`config.mk`:
```
export PLATFORM = sky130hd
export DESIGN_NAME = alu_seq
export DESIGN_NICKNAME = d
export VERILOG_FILES = /design/src/rtl/alu_seq.sv
export SDC_FILE = /design/constraint.sdc
export NUM_CORES = 1
export LEC_CHECK = 0
export BUFFER_PORTS_ARGS = -buffer_cell sky130_fd_sc_hd__clkbuf_2
export CAP_MARGIN = 20
export CORE_MARGIN = 2
export CORE_UTILIZATION = 29
export CTS_BUF_LIST = sky130_fd_sc_hd__clkbuf_16
export DETAILED_ROUTE_END_ITERATION = 10
export PLACE_DENSITY_LB_ADDON = 0.2
export SETUP_SLACK_MARGIN = 0.1
export SYNTH_ARGS = -nofsm -noshare
export SYNTH_HDL_FRONTEND = slang
export SYNTH_SLANG_ARGS = --single-unit
```
`constraint.sdc`:
```
create_clock -name clk -period 5 [get_ports clk]
set_input_delay 0.25 -clock clk [delete_from_list [all_inputs] [get_ports clk]]
set_output_delay 0.25 -clock clk [all_outputs]
set_load 0.03 [all_outputs]
```
`src/rtl/alu_seq.sv`:
```
// Sequential ALU: single-cycle add/sub/slt and a WIDTH-cycle shift-and-add multiply.
// Results are registered and announced with a one-cycle done pulse.
module alu_seq #(
  parameter int WIDTH = 32
) (
  input  logic             clk,
  input  logic             rst_n,
  input  logic             start,
  input  logic [2:0]       alu_control,
  input  logic [WIDTH-1:0] src_a,
  input  logic [WIDTH-1:0] src_b,
  output logic             busy,
  output logic             done,
  output logic [WIDTH-1:0] result,
  output logic             zero
);

  localparam int             CW     = $clog2(WIDTH) + 1;
  localparam logic [CW-1:0]  LAST   = CW'(WIDTH - 1);
  localparam logic [2:0]     OP_ADD = 3'b010;
  localparam logic [2:0]     OP_SUB = 3'b100;
  localparam logic [2:0]     OP_SLT = 3'b110;
  localparam logic [2:0]     OP_MUL = 3'b101;

  typedef enum logic {IDLE, MUL} state_t;

  state_t           state, state_next;
  logic [WIDTH-1:0] mcand, mplier, acc, acc_next, alu_out;
  logic [CW-1:0]    count;
  logic             accept, accept_mul, mul_last;

  // NOTE: every signal driven here gets a default first, so no path can infer a latch.
  always_comb begin
    accept     = (state == IDLE) && start;
    accept_mul = accept && (alu_control == OP_MUL);
    mul_last   = (state == MUL) && (count == LAST);
    acc_next   = mplier[0] ? acc + mcand : acc;
    state_next = state;
    if (accept_mul)    state_next = MUL;
    else if (mul_last) state_next = IDLE;

    alu_out = src_a + src_b;
    case (alu_control)
      OP_ADD:  alu_out = src_a + src_b;
      OP_SUB:  alu_out = src_a - src_b;
      OP_SLT:  alu_out = {{(WIDTH-1){1'b0}}, ($signed(src_a) < $signed(src_b))};
      default: alu_out = src_a + src_b;
    endcase
  end

  assign busy = (state == MUL);

  // NOTE: sequential state uses non-blocking assignments so all registers update together.
  always_ff @(posedge clk) begin
    if (!rst_n) state <= IDLE;
    else        state <= state_next;
  end

  always_ff @(posedge clk) begin
    if (!rst_n) begin
      done   <= 1'b0;
      result <= '0;
      zero   <= 1'b1;
      acc    <= '0;
      mcand  <= '0;
      mplier <= '0;
      count  <= '0;
    end else begin
      done <= 1'b0;
      case (state)
        IDLE: begin
          if (accept_mul) begin
            mcand  <= src_a;
            mplier <= src_b;
            acc    <= '0;
            count  <= '0;
          end else if (accept) begin
            result <= alu_out;
            zero   <= (alu_out == '0);
            done   <= 1'b1;
          end
        end
        MUL: begin
          acc    <= acc_next;
          mcand  <= mcand << 1;
          mplier <= mplier >> 1;
          count  <= count + CW'(1);
          // The final partial product is folded in on the same edge that publishes it.
          if (mul_last) begin
            result <= acc_next;
            zero   <= (acc_next == '0);
            done   <= 1'b1;
          end
        end
        default: ;
      endcase
    end
  end

endmodule

```
# Yosys cells after proc, flatten, opt, wreduce, memory -nomap -nowiden
# Cells that the tools add are included.
[totals] reg_bits=137 in_bits=70 output_inout_bits=35 word_cells=53
[classes] add_sub_neg=4 order_cmp=1 eq_ne=8 mux=24 bitwise_logic=1 n_reduce_logical=7
[op_table] cell="$pmux 32 s2" n=5
[op_table] cell="$mux 32" n=7
[op_table] cell="$add 32x32->32" n=2
[op_table] cell="$logic_not 32->1" n=2
[op_table] cell="$lt 32x32->1" n=1
[op_table] cell="$sub 32x32->32" n=1
[op_table] cell="$pmux 6 s2" n=1
[op_table] cell="$eq 3x3->1 const B" n=3
[op_table] cell="$mux 1" n=8
[op_table] cell="$add 6x1->6 const B" n=1
[op_table] cell="$eq 6x5->1 const B" n=1
[op_table] cell="$mux 6" n=1
[op_table] cell="$ne 2x2->1 const B" n=3
[op_table] cell="$pmux 1 s2" n=2
[op_table] cell="$logic_and 1x1->1" n=3
[op_table] cell="$reduce_and 3->1" n=1
[op_table] cell="$ne 2x1->1 const B" n=1
[op_table] cell="$reduce_bool 2->1" n=1
[op_table] cell="$not 1->1" n=1

# Logic depth before layout (Yosys ltp)
[logic_depth] depth_word=6 mapped_depth=16 mapped_depth_nobuf=16

# Worst setup path before layout
# No wires, ideal clock.
[synth_timing] kind="register to register" startpoint="reg mcand[0]" endpoint="reg zero" setup_ns=0.074 arrival_ns=3.813 required_time_ns=4.926 path_slack_ns=1.113 path_stages_with_launch=15 n_path_buf=0 period_less_slack_ns=3.887 cell_sequence="dfxtp_1 -> ha_1 -> fa_1 -> a211oi_2 -> o21ai_1 -> a21o_1 -> a21oi_1 -> xnor2_1 -> mux2_2 -> or4_1 -> or4_1 -> or4_1 -> nor4_2 -> nand4_1 -> a31oi_1"
[synth_between] elab_chain_len=5
[synth_rtl] item="from (decl)" line="28" rtl="logic [WIDTH-1:0] mcand, mplier, acc, acc_next, alu_out;"
[synth_rtl] item="from (signal assigned)" line="73" rtl="mcand <= src_a;"
[synth_rtl] item="from (signal assigned)" line="85" rtl="mcand <= mcand << 1;"
[synth_rtl] item="$add 32x32->32" line="37" rtl="acc_next = mplier[0] ? acc + mcand : acc;"
[synth_rtl] item="$mux 32" line="37"
[synth_rtl] item="$logic_not 32->1" line="91" rtl="zero <= (acc_next == '0);"
[synth_rtl] item="$mux 1" line="89" rtl="if (mul_last) begin"
[synth_rtl] item="$pmux 1 s2" line="70" rtl="case (state)"
[synth_rtl] item="to (signal assigned)" line="79" rtl="zero <= (alu_out == '0);"
[synth_rtl] item="to (signal assigned)" line="91"
[synth_rtl] item="to (decl)" line="15" rtl="output logic zero"
# No other way between the ends. The select of a mux whose other input is x is not followed.
# A chain may end at the register's enable or synchronous reset.

# Worst setup path after layout
[layout_timing] startpoint="in src_a[0]" endpoint="reg zero"
[layout_between] elab_chain_len=6 word_cells_on_any_way=8 cone_classes="2 x add/sub; 1 x order compare; 4 x mux; 1 x reduce/logical"
[layout_rtl] item="from (decl)" line="10" rtl="input logic [WIDTH-1:0] src_a,"
[layout_rtl] item="$add 32x32->32 (tied with other cells)" line="44, 47"
[layout_rtl] item="$pmux 32 s2 (*)" line="43" rtl="case (alu_control)"
[layout_rtl] item="$logic_not 32->1 (*)" line="79"
[layout_rtl] item="$mux 1 (*)" line="77" rtl="end else if (accept) begin"
[layout_rtl] item="$mux 1 (*)" line="72" rtl="if (accept_mul) begin"
[layout_rtl] item="$pmux 1 s2 (*)" line="70"
# Every way passes the cells marked *; elsewhere a longest branch is shown, timed or not. The select of a mux whose other input is x is not followed.

==> metrics.csv <==
stage;metric;value;unit
synthesis;syn_avg_cell_area;6.91;sq um
finish;fin_nets;1910;
synthesis;synth-compound-area-share;0.315;
run;maxCapViolCount;0;
synthesis;ys.flop_type;dfxtp_1;
timing;tns;0;ns
synthesis;synth_seq_cells;137;
critical_path;cpPeakStageDelay;0.90;ns
critical_path;critPathBufInv;4;
timing;final_max_slew_viol_count;0;
cts;clkTransAtPathRegs;0.07;ns
drt;drt-pass1-iter-count;7;
die;core;40000;sq um
critical_path;critPathCaptureType;flop;
global_routing;grt_usage;0.215;
timing;fin_crit_sh;0.889;
pwr;leakage;5.56;nW
global_routing;grt_max_degree;69;
placement;io_buffers;104;
drt;routed_wl;44800;microns
critical_path;cp-start-kind;primary input;
drt;postRouteAntennaNets;0;
timing;worst_pin_slew;1.01;ns
die;rows;73;
cts;hold_buffers;0;
cts;cts_sinks;137;
cts;clock_tree.root_cell;clkbuf_16;
global_routing;grt_pass1_wl;70400;microns
hold_path;hold_path_class;in -> reg;
critical_path;path_class;in -> reg;
synthesis;ys_warn_count;0;
drt;drc;0;
timing;rsz0062_at_grt;false;
synthesis;synth_xor_xnor_area_share;0.0267;
die;boundaryPins;105;
timing;slew_headroom;0.321;
cts;post_cts_buffers;0;
die;start_util;0.295;
synthesis;yosys.area_share.simple;0.231;
timing;finClkSkew;0.0137;ns
finish;syn_to_final_growth;13.2;%
critical_path;cp_top_family;compound AO/OA/AOI/OAI gates;
global_routing;antenna_found_initial;0;
die;die-area;42400;sq um
cts;cts_tree;yes;
critical_path;critPathLaunch;src_a[0];
critical_path;cp_max_fo;5;
synthesis;syn-num-nets;1876;
synthesis;ys_seq_area_frac;0.232;
finish;diodes;0;
timing;setup_viol;0;
critical_path;slowest_stage;o311ai_0;
die;die_x;206;microns
cts;clk_latency;0.46;ns
timing;fin_crit;4.44;ns
synthesis;synth-edff-count;0;
critical_path;rr_startpoint;mcand[0];
synthesis;syn_area;11800;sq um
outcome;status;finished clean;
cts;htreeDepth;4;
pwr;peakVddDrop;0.217;mV
synthesis;synthArstFlopShare;0;
timing;fmax;0.225;GHz
global_routing;grt_pass1_vias;11999;
finish;layout-drive-gt1-share;0.111;
cts;clk_path_buf_depth;2;
synthesis;synth.distinct_cells;72;
timing;hold_viol;0;
global_routing;grt_overflow_total;0;
critical_path;worstPathArrival;4.82;ns
synthesis;synthCells;1708;
synthesis;yosys-mux-area-fraction;0.0307;
timing;timing.hold.ws;0.0477;ns
critical_path;cp_common_cell;inv_1;
cts;ctsResizeCount;0;
timing;worst_slack;0.556;ns
drt;wl_per_cell;19.7;microns
die;die_h;206;microns
critical_path;worstPathRequired;5.38;ns
pwr;power.density;258;nW/um^2
synthesis;synth_fa_ha_area_frac;0.106;
synthesis;synth_top_family_by_area;compound AO/OA/AOI/OAI gates;
placement;globalplace.congestion;0.931;
cts;numCtsBuffers;17;
drt;initialDrtViolationCount;1062;
placement;place_hpwl;33900;microns
drt;viasPerCell;5.50;
placement;place_ws;0.206;ns
hold_path;min_from;src_b[31];
drt;vias;12531;
critical_path;path_cells;clkbuf_2, inv_1, ha_1, inv_1, fa_1, a211oi_1, o31ai_1, o21a_1, a2111oi_0, buf_4, o41ai_1, a21oi_1, o311ai_0, nor4bb_1, and4_1, nand4_1, nand3b_1, a31oi_1;
[worst reg2reg max path: stages, from the launching register on]
cell and delay [ns]:
dfxtp_1 0.33, ha_1 0.25, fa_1 0.45, a211oi_2 0.31, o21ai_1 0.18, a21o_1 0.21
a21oi_1 0.23, xnor2_1 0.10, mux2_2 0.27, or4_1 0.54, or4_1 0.49, or4_1 0.47
nor4_2 0.17, nand4_1 0.12, a31oi_1 0.17
[final cells by class]
type	instances	area, sq um
clock inverters	15	171
clock buffers	17	425
repair buffers	125	691
flip-flops and latches	137	2750
fillers	4424	26600
inverters	73	277
well taps	525	657
multi-input cells	1388	8400
[path summary, 6_finish.rpt]
kind,depth (start not counted),endpoint,slack (ns)
hold reg to reg,2,result[6],0.46
hold / removal,3,mplier[31],0.05
setup / recovery,18,zero,0.56
setup reg to reg,14,zero,0.62
[sequential cells by signal, summed over array words and instances (netlist names)]
name,flops
acc,32
busy,1
count,6
done,1
mcand,32
mplier,32
result,32
zero,1
[layout by cell type, fill, tap and decap left out, types with 9 or more instances in the layout]
master       n
a22oi_1      9
buf_4       20
mux2i_1     16
nor3_1      27
o21a_1      14
xor2_1      14
nand2b_1    12
nor2_1     184
o211ai_1    23
dfxtp_1    136
clkbuf_2   104
inv_1       71
clkbuf_16   17
a211oi_1    19
o21bai_1    14
a211o_1      9
xnor2_1     22
or3_1        9
o21ai_0     91
ha_1        95
nand2_1    263
and3_1      13
nand4_1     17
mux2_2      18
a31oi_1     32
nor2b_1     20
a21o_1      29
o31ai_1     16
nand3_1     27
a21oi_1    261
[cells by family after synthesis]
| logic type | after synthesis |
|---|---|
| muxes | 34 |
| AOI/OAI and AO/OA | 601 |
| and+or+nand+nor | 619 |
| adders and majority gates | 98 |
| buffers and inverters | 183 |
| DFF | 137 |
| xor gates and xnor gates | 36 |
[through the flow]
| step | utilization | power [mW] | cell area [sq um] | cells |
|---|---|---|---|---|
| final | 0.334 | 3.45 | 13400 | 2280 |
| after global routing | 0.334 | 3.62 | 13400 | 2280 |
| after CTS | 0.334 | 3.48 | 13300 | 2279 |
| after detailed placement | 0.319 | 2.11 | 12700 | 2247 |
| after global placement | 0.319 | 2.11 | 12700 | 2247 |
| after floorplan | - | 1.79 | 11800 | 1708 |
[synth_stat cells (17+ instances only)]
cell,instances,area [sq um]
nand2_1,263,987
a21oi_1,261,1310
nor2_1,185,694
dfxtp_1,137,2740
ha_1,95,1190
clkbuf_1,93,349
o21ai_0,91,455
inv_1,71,267
a31oi_1,32,200
a21o_1,29,218
nand3_1,28,140
nor3_1,27,135
o211ai_1,23,173
xnor2_1,22,193
nor2b_1,21,131
a211oi_1,19,143
mux2_2,18,203
buf_1,17,63.8
nand4_1,17,106
[per-layer routing]
| metal | wire [microns] | vias to the layer above | part of all wire | global-route usage |
|---|---|---|---|---|
| li1 | - | 6196 | - | - |
| met1 | 21200 | 5948 | 0.47 | 0.292 |
| met2 | 20600 | 349 | 0.46 | 0.355 |
| met3 | 2220 | 38 | 0.050 | 0.0350 |
| met4 | 745 | 0 | 0.017 | 0.0477 |
| met5 | 0 | - | 0 | 0 |
[report_power, final]
part           internal (mW)  switching [mW]  leakage [nW]
registers               1.13          0.0358          1.11
logic                  0.310           0.616          4.15
clock network          0.717           0.637         0.294
No activity file was read; power rests on OpenSTA's default activity.
